<file path="config.mk">
export PLATFORM = sky130hd
export DESIGN_NAME = sram_arbiter
export DESIGN_NICKNAME = d
export VERILOG_FILES = /design/src/rtl/sram_arbiter.sv
export SDC_FILE = /design/constraint.sdc
export NUM_CORES = 1
export LEC_CHECK = 0
export ABC_CLOCK_PERIOD_IN_PS = 1600
export CORE_MARGIN = 2
export CORE_UTILIZATION = 37
export CTS_BUF_LIST = sky130_fd_sc_hd__clkbuf_8 sky130_fd_sc_hd__clkbuf_16
export CTS_CLUSTER_DIAMETER = 30
export DETAILED_ROUTE_END_ITERATION = 8
export PLACE_DENSITY_LB_ADDON = 0.12
export SYNTH_ARGS = -nofsm -noshare
export SYNTH_HDL_FRONTEND = slang
export SYNTH_SLANG_ARGS = --single-unit
</file>
<file path="constraint.sdc">
create_clock -name clk -period 1.6 [get_ports clk]
set_input_delay 0.32 -clock clk [delete_from_list [all_inputs] [get_ports clk]]
set_output_delay 0.32 -clock clk [all_outputs]
set_load 0.01 [all_outputs]
</file>
<file path="src/rtl/sram_arbiter.sv">
// Two-port arbiter and cycle sequencer for a 16-bit asynchronous SRAM with registered strobes.
// Optional macro SRAM_ARB_ROUND_ROBIN_EN: round-robin instead of fixed m0 priority.
module sram_arbiter #(
  parameter int ADDR_WIDTH  = 19,
  parameter int DATA_WIDTH  = 16,
  parameter int WAIT_STATES = 0
) (
  input  logic                  clk,
  input  logic                  resetn,
  input  logic                  m0_req,
  input  logic                  m0_we,
  input  logic [ADDR_WIDTH-1:0] m0_addr,
  input  logic [DATA_WIDTH-1:0] m0_wdata,
  input  logic [1:0]            m0_be,
  output logic                  m0_gnt,
  output logic                  m0_rvalid,
  output logic [DATA_WIDTH-1:0] m0_rdata,
  input  logic                  m1_req,
  input  logic                  m1_we,
  input  logic [ADDR_WIDTH-1:0] m1_addr,
  input  logic [DATA_WIDTH-1:0] m1_wdata,
  input  logic [1:0]            m1_be,
  output logic                  m1_gnt,
  output logic                  m1_rvalid,
  output logic [DATA_WIDTH-1:0] m1_rdata,
  output logic                  sram_ce,
  output logic                  sram_we,
  output logic                  sram_oe,
  output logic                  sram_lb,
  output logic                  sram_ub,
  output logic [ADDR_WIDTH-1:0] sram_addr,
  output logic [DATA_WIDTH-1:0] sram_dout,
  output logic                  sram_drive,
  input  logic [DATA_WIDTH-1:0] sram_din
);

  localparam logic [2:0] S_IDLE     = 3'd0;
  localparam logic [2:0] S_W_SETUP  = 3'd1;
  localparam logic [2:0] S_W_STROBE = 3'd2;
  localparam logic [2:0] S_W_HOLD   = 3'd3;
  localparam logic [2:0] S_R_ADDR   = 3'd4;
  localparam logic [2:0] S_R_SAMPLE = 3'd5;
  localparam logic [2:0] WS_INIT    = 3'(WAIT_STATES);

  logic [2:0]            state_q, state_d;
  logic [2:0]            wait_q, wait_d;
  logic                  owner_q, owner_d;
  logic [1:0]            be_q, be_d;
  logic [ADDR_WIDTH-1:0] addr_q, addr_d;
  logic [DATA_WIDTH-1:0] dout_q, dout_d;
  logic                  ce_q, ce_d, we_q, we_d, oe_q, oe_d;
  logic                  lb_q, lb_d, ub_q, ub_d, drive_q, drive_d;
  logic                  m0_gnt_q, m0_gnt_d, m1_gnt_q, m1_gnt_d;
  logic                  m0_rvalid_q, m0_rvalid_d, m1_rvalid_q, m1_rvalid_d;
  logic [DATA_WIDTH-1:0] m0_rdata_q, m0_rdata_d, m1_rdata_q, m1_rdata_d;
  logic                  pick_m1_s;

`ifdef SRAM_ARB_ROUND_ROBIN_EN
  logic last_m1_q, last_m1_d;

  // Contended grants go to the port that was not granted last.
  always_comb begin
    if (m0_req && m1_req) begin
      pick_m1_s = ~last_m1_q;
    end else begin
      pick_m1_s = m1_req;
    end
    if (state_q == S_IDLE && (m0_req || m1_req)) begin
      last_m1_d = pick_m1_s;
    end else begin
      last_m1_d = last_m1_q;
    end
  end

  // Pointer starts as if m1 was granted last, so m0 wins first.
  always_ff @(posedge clk) begin
    if (!resetn) begin
      last_m1_q <= 1'b1;
    end else begin
      last_m1_q <= last_m1_d;
    end
  end
`else
  // Fixed priority: m1 only wins when m0 is idle.
  always_comb begin
    pick_m1_s = m1_req & ~m0_req;
  end
`endif

  // Next-state, transaction latching and read-data capture.
  always_comb begin
    state_d     = state_q;
    wait_d      = wait_q;
    owner_d     = owner_q;
    be_d        = be_q;
    addr_d      = addr_q;
    dout_d      = dout_q;
    m0_gnt_d    = 1'b0;
    m1_gnt_d    = 1'b0;
    m0_rvalid_d = 1'b0;
    m1_rvalid_d = 1'b0;
    m0_rdata_d  = m0_rdata_q;
    m1_rdata_d  = m1_rdata_q;
    case (state_q)
      S_IDLE: begin
        if (m0_req || m1_req) begin
          owner_d  = pick_m1_s;
          be_d     = pick_m1_s ? m1_be   : m0_be;
          addr_d   = pick_m1_s ? m1_addr : m0_addr;
          wait_d   = WS_INIT;
          m0_gnt_d = ~pick_m1_s;
          m1_gnt_d = pick_m1_s;
          if (pick_m1_s ? m1_we : m0_we) begin
            dout_d  = pick_m1_s ? m1_wdata : m0_wdata;
            state_d = S_W_SETUP;
          end else begin
            state_d = S_R_ADDR;
          end
        end else begin
          state_d = S_IDLE;
        end
      end
      S_W_SETUP: state_d = S_W_STROBE;
      S_W_STROBE: begin
        if (wait_q == 3'd0) begin
          state_d = S_W_HOLD;
        end else begin
          wait_d = wait_q - 3'd1;
        end
      end
      S_W_HOLD: state_d = S_IDLE;
      S_R_ADDR: begin
        if (wait_q == 3'd0) begin
          state_d = S_R_SAMPLE;
        end else begin
          wait_d = wait_q - 3'd1;
        end
      end
      S_R_SAMPLE: begin
        state_d = S_IDLE;
        if (owner_q) begin
          m1_rvalid_d = 1'b1;
          m1_rdata_d  = sram_din;
        end else begin
          m0_rvalid_d = 1'b1;
          m0_rdata_d  = sram_din;
        end
      end
      default: state_d = S_IDLE;
    endcase
  end

  // Strobes are decoded from the next state so the pins come straight from flops.
  always_comb begin
    ce_d    = 1'b1;
    we_d    = 1'b1;
    oe_d    = 1'b1;
    lb_d    = 1'b1;
    ub_d    = 1'b1;
    drive_d = 1'b0;
    case (state_d)
      S_W_SETUP, S_W_STROBE: begin
        ce_d    = 1'b0;
        we_d    = (state_d == S_W_STROBE) ? 1'b0 : 1'b1;
        lb_d    = ~be_d[0];
        ub_d    = ~be_d[1];
        drive_d = 1'b1;
      end
      S_W_HOLD: drive_d = 1'b1;
      S_R_ADDR, S_R_SAMPLE: begin
        ce_d = 1'b0;
        oe_d = 1'b0;
        lb_d = ~be_d[0];
        ub_d = ~be_d[1];
      end
      default: drive_d = 1'b0;
    endcase
  end

  // State and output registers with synchronous active-low reset.
  always_ff @(posedge clk) begin
    if (!resetn) begin
      state_q     <= S_IDLE;
      wait_q      <= 3'd0;
      owner_q     <= 1'b0;
      be_q        <= 2'b00;
      addr_q      <= '0;
      dout_q      <= '0;
      ce_q        <= 1'b1;
      we_q        <= 1'b1;
      oe_q        <= 1'b1;
      lb_q        <= 1'b1;
      ub_q        <= 1'b1;
      drive_q     <= 1'b0;
      m0_gnt_q    <= 1'b0;
      m1_gnt_q    <= 1'b0;
      m0_rvalid_q <= 1'b0;
      m1_rvalid_q <= 1'b0;
      m0_rdata_q  <= '0;
      m1_rdata_q  <= '0;
    end else begin
      state_q     <= state_d;
      wait_q      <= wait_d;
      owner_q     <= owner_d;
      be_q        <= be_d;
      addr_q      <= addr_d;
      dout_q      <= dout_d;
      ce_q        <= ce_d;
      we_q        <= we_d;
      oe_q        <= oe_d;
      lb_q        <= lb_d;
      ub_q        <= ub_d;
      drive_q     <= drive_d;
      m0_gnt_q    <= m0_gnt_d;
      m1_gnt_q    <= m1_gnt_d;
      m0_rvalid_q <= m0_rvalid_d;
      m1_rvalid_q <= m1_rvalid_d;
      m0_rdata_q  <= m0_rdata_d;
      m1_rdata_q  <= m1_rdata_d;
    end
  end

  assign sram_ce    = ce_q;
  assign sram_we    = we_q;
  assign sram_oe    = oe_q;
  assign sram_lb    = lb_q;
  assign sram_ub    = ub_q;
  assign sram_addr  = addr_q;
  assign sram_dout  = dout_q;
  assign sram_drive = drive_q;
  assign m0_gnt     = m0_gnt_q;
  assign m1_gnt     = m1_gnt_q;
  assign m0_rvalid  = m0_rvalid_q;
  assign m1_rvalid  = m1_rvalid_q;
  assign m0_rdata   = m0_rdata_q;
  assign m1_rdata   = m1_rdata_q;

endmodule

</file>
# Word level (Yosys, flattened, before mapping)
# Index checks and enable logic that the tools add are counted.
# word_totals
reg_bits	86
in_bits	96
out_inout_bits	77
# classes
addsub	1
eq_ne	11
muxes	20
n_bitwise	6
reduce_logical	18
# ops
op	n
2-to-1 mux 19 bit	1
2-to-1 mux 3 bit	6
2-to-1 mux 16 bit	1
equality test 3 bit (second input constant)	4
one-hot mux 3 bit (4 select lines)	1
AND reduction 2 bit	6
equality test 3 x 2 -> 1 bit (second input constant)	3
AND reduction 3 bit	3
2-to-1 mux 1 bit	7
equality test 3 x 1 -> 1 bit (second input constant)	2
logical NOT 3 bit	2
2-to-1 mux 2 bit	3
one-hot mux 3 bit (2 select lines)	1
OR reduction 2 bit	3
NOT 1 bit	5
inequality test 2 bit (second input constant)	2
OR reduction 4 bit	1
OR reduction 3 bit	1
subtractor 3 x 1 -> 3 bit (second input constant)	1
nonzero test 2 bit	1
AND 1 bit	1
logical OR 1 bit	1

# Logic depth before layout (Yosys ltp)
# Gate-level depths: netlist of run 1.
# depth
ltp_word	9
mapped_depth	7

# Least setup slack after synthesis of run 1
# Ideal clock, no wire load.
# synth_path
path_type	input -> register
start	input m0_req
end	register dout_q[10] (netlist: sram_dout[10])
arrival_time_ns	1.531
t_required_ns	1.512
path_slack_ns	-0.019
stages	7
n_path_buf	3
cell_sequence	buf_4 > nor2b_4 > mux2_4 > and2_1 > buf_6 > buf_6 > a311oi_2
# synth_between
elab_chain_cells	4
word_cells_on_any_way	6
# synth_lines
element	line	source
from (decl)	10	input logic m0_req,
NOT 1 bit	86	pick_m1_s = m1_req & ~m0_req;
AND 1 bit	86	
2-to-1 mux 1 bit	113	if (pick_m1_s ? m1_we : m0_we) begin
AND reduction 3 bit (no line)	n/a	
to (signal assigned)	207	dout_q <= dout_d;
to (decl)	50	logic [DATA_WIDTH-1:0] dout_q, dout_d;
# Several ways; a longest one is shown, not always the timed one.
# A chain may end at the register's enable or synchronous reset.

# Worst setup path after layout of run 1
# layout_path
start	register wait_q[1]
end	register wait_q[1]
# layout_between
elab_chain_cells	3
word_cells_on_any_way	6
# layout_lines
element	line	source
from (decl)	46	logic [2:0] wait_q, wait_d;
from (signal assigned)	203	wait_q <= wait_d;
subtractor 3 x 1 -> 3 bit / logical NOT 3 bit (equally long branches)	n/a	
2-to-1 mux 3 bit / inequality test 2 bit (equally long branches)	n/a	
one-hot mux 3 bit (2 select lines) / AND reduction 3 bit (equally long branches)	n/a	
# Several ways; a longest one is shown, not always the timed one. The select of a mux whose other input is x is not followed.

==> results of run 1 <==
[layer usage]
layer	vias up	wire (um)	track usage, %
met1	1623	4540	26.0
met3	14	710	6.22
met2	111	5140	32.2
li1	1808	-	-
met4	0	139	6.97
met5	-	0	0
[worst max-delay path by stage]
stage                     cells past startpoint  slack, ns                         end
after detailed placement                      6      -0.42   sram_dout[2]$_SDFFE_PN0P_
after global routing                          4      -0.07      wait_q[1]$_SDFFE_PN0P_
after global placement                        5      -0.34      wait_q[2]$_SDFFE_PN0P_
after floorplan                               7       0.01  sram_dout[10]$_SDFFE_PN0P_
final                                         6       0.02      wait_q[1]$_SDFFE_PN0P_
after CTS                                     6      0.002      wait_q[2]$_SDFFE_PN0P_
[power groups by stage]
stage | Sequential (uW) | Clock [uW] | Combinational [uW]
detailed placement | 2950 | 0 | 3300
finish | 2920 | 1520 | 3460
global route | 2990 | 1660 | 3790
global placement | 2940 | 0 | 3230
floorplan | 3090 | 0 | 1560
CTS | 2910 | 1570 | 3340
[state kept, by name, summed over array words and instances (netlist names), 2 cells and up]
| signal | flops |
|---|---|
| sram_addr | 19 |
| m1_rdata | 16 |
| wait_q | 3 |
| m0_rdata | 16 |
| be_q | 2 |
| state_q | 3 |
| sram_dout | 16 |
[synthesized netlist by cell type, types with 3 or more instances]
library cell  count  area, um2
a21oi_1          52        260
a22oi_1           3       22.5
nand2_1         141        529
buf_2            17       85.1
a311oi_1         25        219
nor2_1           27        101
dfxtp_1          86       1720
nand2b_1          3       18.8
and3_1            3       18.8
a311oi_2         10        150
clkbuf_1         14       52.6
or3_1             3       18.8
inv_1             4       15.0
[stage by stage]
step                      setup WS, ns  setup TNS (ns)  hold slack, ns  total power [uW]
final                           0.0236               0           0.455              7910
after global routing           -0.0663         -0.0751           0.472              8430
after floorplan                 0.0122               0           0.393              4640
after detailed placement        -0.418          -15.06           0.446              6250
after CTS                      0.00203               0           0.458              7820
after global placement          -0.335          -12.71           0.441              6170
[logic make-up (layout without fill, tap and decap cells)]
kind of cell | count (synthesis) | in the layout
flops | 86 | 86
buf+inv | 40 | 224
mux | 3 | 3
compound gates | 102 | 102
xor+xnor | 2 | 2
fa+ha+maj | 2 | 2
simple gates | 190 | 190
[area by class of cell]
cell class                 instances  share of cell area, %
clock buffer                      10                   2.33
clock inverter                     6                   1.06
inverter                           5                  0.317
multi-input combinational        299                   28.5
sequential                        86                   29.3
tap                              129                   2.73
timing repair buffer             203                   35.8
[what timing repair did]
item	CTS	global route
endpoints found under the setup margin	8	79
setup buffers	0	2
resized for setup	3	50
pin swaps	1	6
[tightest hold or removal path, cell delays in order (launching register included)]
cell and delay, ns:
dfxtp_1 0.32, nand2_1 0.05, a21oi_1 0.05
==> impl_metrics.yaml, run 1 <==
worst_setup_path:
  critical_path.max_stage_delay_ns: 0.56
  crit_path_max_fanout: 4
  timing.setup.critical_path_class: "register to register"
  cp.required_ns: 1.87
  worstPathCellList: "inv_1 > ha_2 > nand2b_4 > o2111ai_4 > or4_4 > a21oi_2"
  regToRegEndpoint: "wait_q[1]$_SDFFE_PN0P_"
  critical-path-slowest-cell: "or4_4"
  worstRegToRegCells: 6
  critical_path.endpoint_type: "register"
  rrSetupSlack_ns: 0.02
  crit_path_start: "wait_q[1]$_SDFFE_PN0P_"
  critical_path_buf_inv_count: 1
  r2r-start: "wait_q[1]$_SDFFE_PN0P_"
  critical_path_arrival_ns: 1.85
  critical_path.top_delay_family: "simple AND/OR/NAND/NOR gates"
  cp-start-kind: "register"
detailed_routing:
  detailroute.via_count: 3556
  vias_per_cell: 4.82
  post-route-drc-count: 0
  detail-route-antenna-nets: 0
  first_iter_violations: 121
  postRouteWirelength_mm: 10.5
  detailedRoute.firstPassIterationCount: 4
  wire_per_inst_um: 14.3
place:
  buffer_ports.inserted: 172
  detailedPlacementHpwl_mm: 7.62
  placed_cell_area_mm2: 0.00555
  gp_congestion: 0.791
  placedCellCount: 720
clocking:
  worst_skew_pair.late_latency_ns: 0.34
  ctsHoldBuffers: 0
  cts.htree.levels: 3
  path_clk_slew_ns: 0.09
  tritoncts: "yes"
  cts_root_buffer: "clkbuf_8"
  cts.sink_count: 86
  cts_buffers: 9
  clock_tree.buffer_depth: 2
timing:
  max_slew.worst_pin.slew_ns: 0.328
  timing.final.crit_share_pct: 98.5
  rsz0062_at_grt: "yes"
  max-slew-margin-rel_pct: 77.9
  hold_viol_final: 0
  report.final.slew_viol_count: 0
  post-route-min-period_ns: 1.58
  skew_ns: 0.0101
  fmax_mhz: 634
  number_of_failing_setup_endpoints_in_the_final_timing_report: 0
synth:
  syn_area_mm2: 0.00354
  synth_compound_gate_area_share_pct: 21.3
  synthXorXnorAreaFrac_pct: 0.495
  syn_area_per_cell_um2: 8.33
  post_synth_num_cell_types: 40
  synth-seq-area-share_pct: 48.6
  synthesis.nets: 523
  yosys_warnings: 0
  synth-seq-cells: 86
  postSynth.asyncResetShare_pct: 0
  synth_simple_gate_area_share_pct: 22.4
  synth_cells: 425
  post_synth_fa_ha_maj_area_fraction_pct: 0.707
  synth_top_family_by_area: "simple AND/OR/NAND/NOR gates"
  synth_edf_count: 0
  synth_mux_area_share_pct: 0.989
  synth_ff_type: "dfxtp_1"
finish:
  antenna_fix_cells: 0
  p_r_area_growth_vs_syn_pct: 67.0
  layout.area.seq_mm2: 0.00173
  finish.utilization_pct: 63.7
  drive_above_1_share_pct: 13.1
  finish.instance_area_mm2: 0.00591
  layout.cells.most_common_list: "nand2_1 (141), clkdlybuf4s50_1 (137), dfxtp_1 (83)"
  layout_filler_cell_count: 843
  area_of_the_multi_input_gates_mm2: 0.00169
  layout.nets: 702
  final_common_cell: "nand2_1"
  final_cell_count_no_fill: 738
run:
  drv_cap: 0
global_route:
  vias_in_the_first_global_route: 3409
  grt_first_pass_wirelength_mm: 16.7
  number_of_antenna_violations_at_the_first_check_in_global_routing: 0
  global_route.overflow_total: 0
  grt_max_degree: 50
  grt_usage_pct: 20.2
hold_path:
  hold_path.startpoint: "m1_rdata[10]$_SDFFE_PN0P_"
  worstHoldEndpoint: "m1_rdata[10]$_SDFFE_PN0P_"
  min_path_cells: 2
  hold_path.class: "register to register"
power_and_ir_drop:
  seqPwrFrac_pct: 36.9
  power.combinational.fraction_pct: 43.8
  power.switching_uw: 2660
  p_clk_share_pct: 19.3
  power.share.switching_pct: 33.7
  power_density_cells_mw_per_mm2: 1340
  intPower_uw: 5250
  ir_worst_vdd_mv: 0.635
  static-leakage-power_uw: 0.00268
floorplanning:
  core_mm2: 0.00928
  dieArea_mm2: 0.0104
  floorplan_row_count: 35
  start_util_pct: 38.1
  count_of_boundary_i_o_pins: 173
  fp.dieW_um: 102
  dieHeight_um: 102
status:
  outcome: "finished clean"
(Power assumes the default switching activity.)
==> run 2: changes to the inputs <==
==> constraint.sdc (replaced) <==
create_clock -name clk -period 1.6 [get_ports clk]
set_input_delay 0.16 -clock clk [delete_from_list [all_inputs] [get_ports clk]]
set_output_delay 0.16 -clock clk [all_outputs]
set_load 0.01 [all_outputs]
==> impl_metrics.yaml, run 2 (same netlist as run 1, synthesis figures left out) <==
detailed_routing:
  wire_per_inst_um: 14.5
  first_iter_violations: 118
  detail-route-antenna-nets: 0
  detailroute.via_count: 3635
  vias_per_cell: 4.93
  post-route-drc-count: 0
  postRouteWirelength_mm: 10.7
  detailedRoute.firstPassIterationCount: 5
global_route:
  number_of_antenna_violations_at_the_first_check_in_global_routing: 0
  grt_first_pass_wirelength_mm: 16.5
  grt_usage_pct: 20.1
  global_route.overflow_total: 0
  grt_max_degree: 43
  vias_in_the_first_global_route: 3469
timing:
  number_of_failing_setup_endpoints_in_the_final_timing_report: 0
  max_slew.worst_pin.slew_ns: 0.342
  report.final.slew_viol_count: 0
  skew_ns: 0.0120
  hold_slack_ns: 0.367
  fmax_mhz: 634
  post-route-min-period_ns: 1.58
  rsz0062_at_grt: "yes"
  timing.final.crit_share_pct: 98.5
  max-slew-margin-rel_pct: 77.2
  hold_viol_final: 0
floorplanning:
  fp.dieW_um: 102
  floorplan_row_count: 35
  count_of_boundary_i_o_pins: 173
  dieArea_mm2: 0.0104
  start_util_pct: 38.1
  core_mm2: 0.00928
  dieHeight_um: 102
worst_setup_path:
  worstRegToRegCells: 6
  critical_path.endpoint_type: "register"
  crit_path_max_fanout: 5
  timing.setup.critical_path_class: "register to register"
  cp-start-kind: "register"
  cp.required_ns: 1.88
  critical_path_arrival_ns: 1.85
power_and_ir_drop:
  total_power_uw: 7880
  power_density_cells_mw_per_mm2: 1360
  static-leakage-power_uw: 0.00213
  ir_worst_vdd_mv: 0.675
hold_path:
  hold_path.class: "input port to register"
  min_path_cells: 3
clocking:
  clock_tree.buffer_depth: 2
  cts_buffers: 9
  tritoncts: "yes"
  path_clk_slew_ns: 0.09
  cts_root_buffer: "clkbuf_8"
  cts.sink_count: 86
  cts.htree.levels: 3
  worst_skew_pair.late_latency_ns: 0.36
finish:
  layout.nets: 702
  layout.area.seq_mm2: 0.00173
  layout.cells.most_common_list: "clkdlybuf4s50_1 (172), nand2_1 (141), dfxtp_1 (82)"
  finish.utilization_pct: 62.3
  layout_filler_cell_count: 877
  area_of_the_multi_input_gates_mm2: 0.00166
  drive_above_1_share_pct: 12.8
  final_common_cell: "clkdlybuf4s50_1"
  flip_flop_count_of_the_largest_register_after_layout: 19
  p_r_area_growth_vs_syn_pct: 63.3
  antenna_fix_cells: 0
place:
  gp_congestion: 0.868
  buffer_ports.inserted: 172
  detailedPlacementHpwl_mm: 7.73
status:
  outcome: "finished clean"
run:
  drv_cap: 0
[run 2: layer usage]
metal | GRT usage (%) | routed length [um] | share of wire, %
met5 | 0 | 0 | 0
met4 | 6.77 | 205 | 1.9
met3 | 7.25 | 754 | 7.1
met2 | 33.7 | 5200 | 49
met1 | 23.9 | 4510 | 42
[run 2: final timing paths]
path	startpoint	to	slack [ns]
hold reg to reg	m1_rdata[3]$_SDFFE_PN0P_	m1_rdata[3]$_SDFFE_PN0P_	0.46
setup / recovery	wait_q[0]$_SDFFE_PN0P_	wait_q[2]$_SDFFE_PN0P_	0.02
hold / removal	m1_addr[18]	sram_addr[18]$_SDFFE_PN0P_	0.37
setup reg to reg	wait_q[0]$_SDFFE_PN0P_	wait_q[2]$_SDFFE_PN0P_	0.02
[run 2: area by class of cell]
class / count / share of cell area (%)
multi-input cells: 299 / 28.8
flip-flops and latches: 86 / 29.9
repair buffers: 203 / 34.9
inverters: 5 / 0.325
clock inverters: 5 / 0.714
well taps: 129 / 2.79
clock buffers: 11 / 2.62
[run 2: worst max-delay path, stage by stage, from the launching register on]
cell	delay [ns]
dfxtp_2	0.34
inv_2	0.05
ha_1	0.20
nand2b_1	0.16
o2111ai_4	0.18
or3_1	0.39
a211oi_2	0.19
[run 2: repair_timing]
action	4_1_cts	5_1_grt
hold buffers	0	0
buffers inserted	0	4
pin swaps	1	4
setup endpoints to repair	1	19
resized for setup	0	15
endpoints found under the hold margin	0	0
[run 2: power breakdown]
part | internal, uW | switching [uW]
logic | 1900 | 1620
clock network | 660 | 799
registers | 2640 | 264
[run 2: per-stage QoR]
step / setup WS, ns / std cells / setup TNS, ns / cell area, um2
final: 0.0239 / 738 / 0 / 5780
after global routing: -0.0597 / 738 / -0.227 / 5780
after CTS: 0.0149 / 734 / 0 / 5700
after detailed placement: -0.236 / 718 / -7.44 / 5500
after global placement: -0.191 / 718 / -6.32 / 5500
after floorplan: 0.0872 / 425 / 0 / 3540
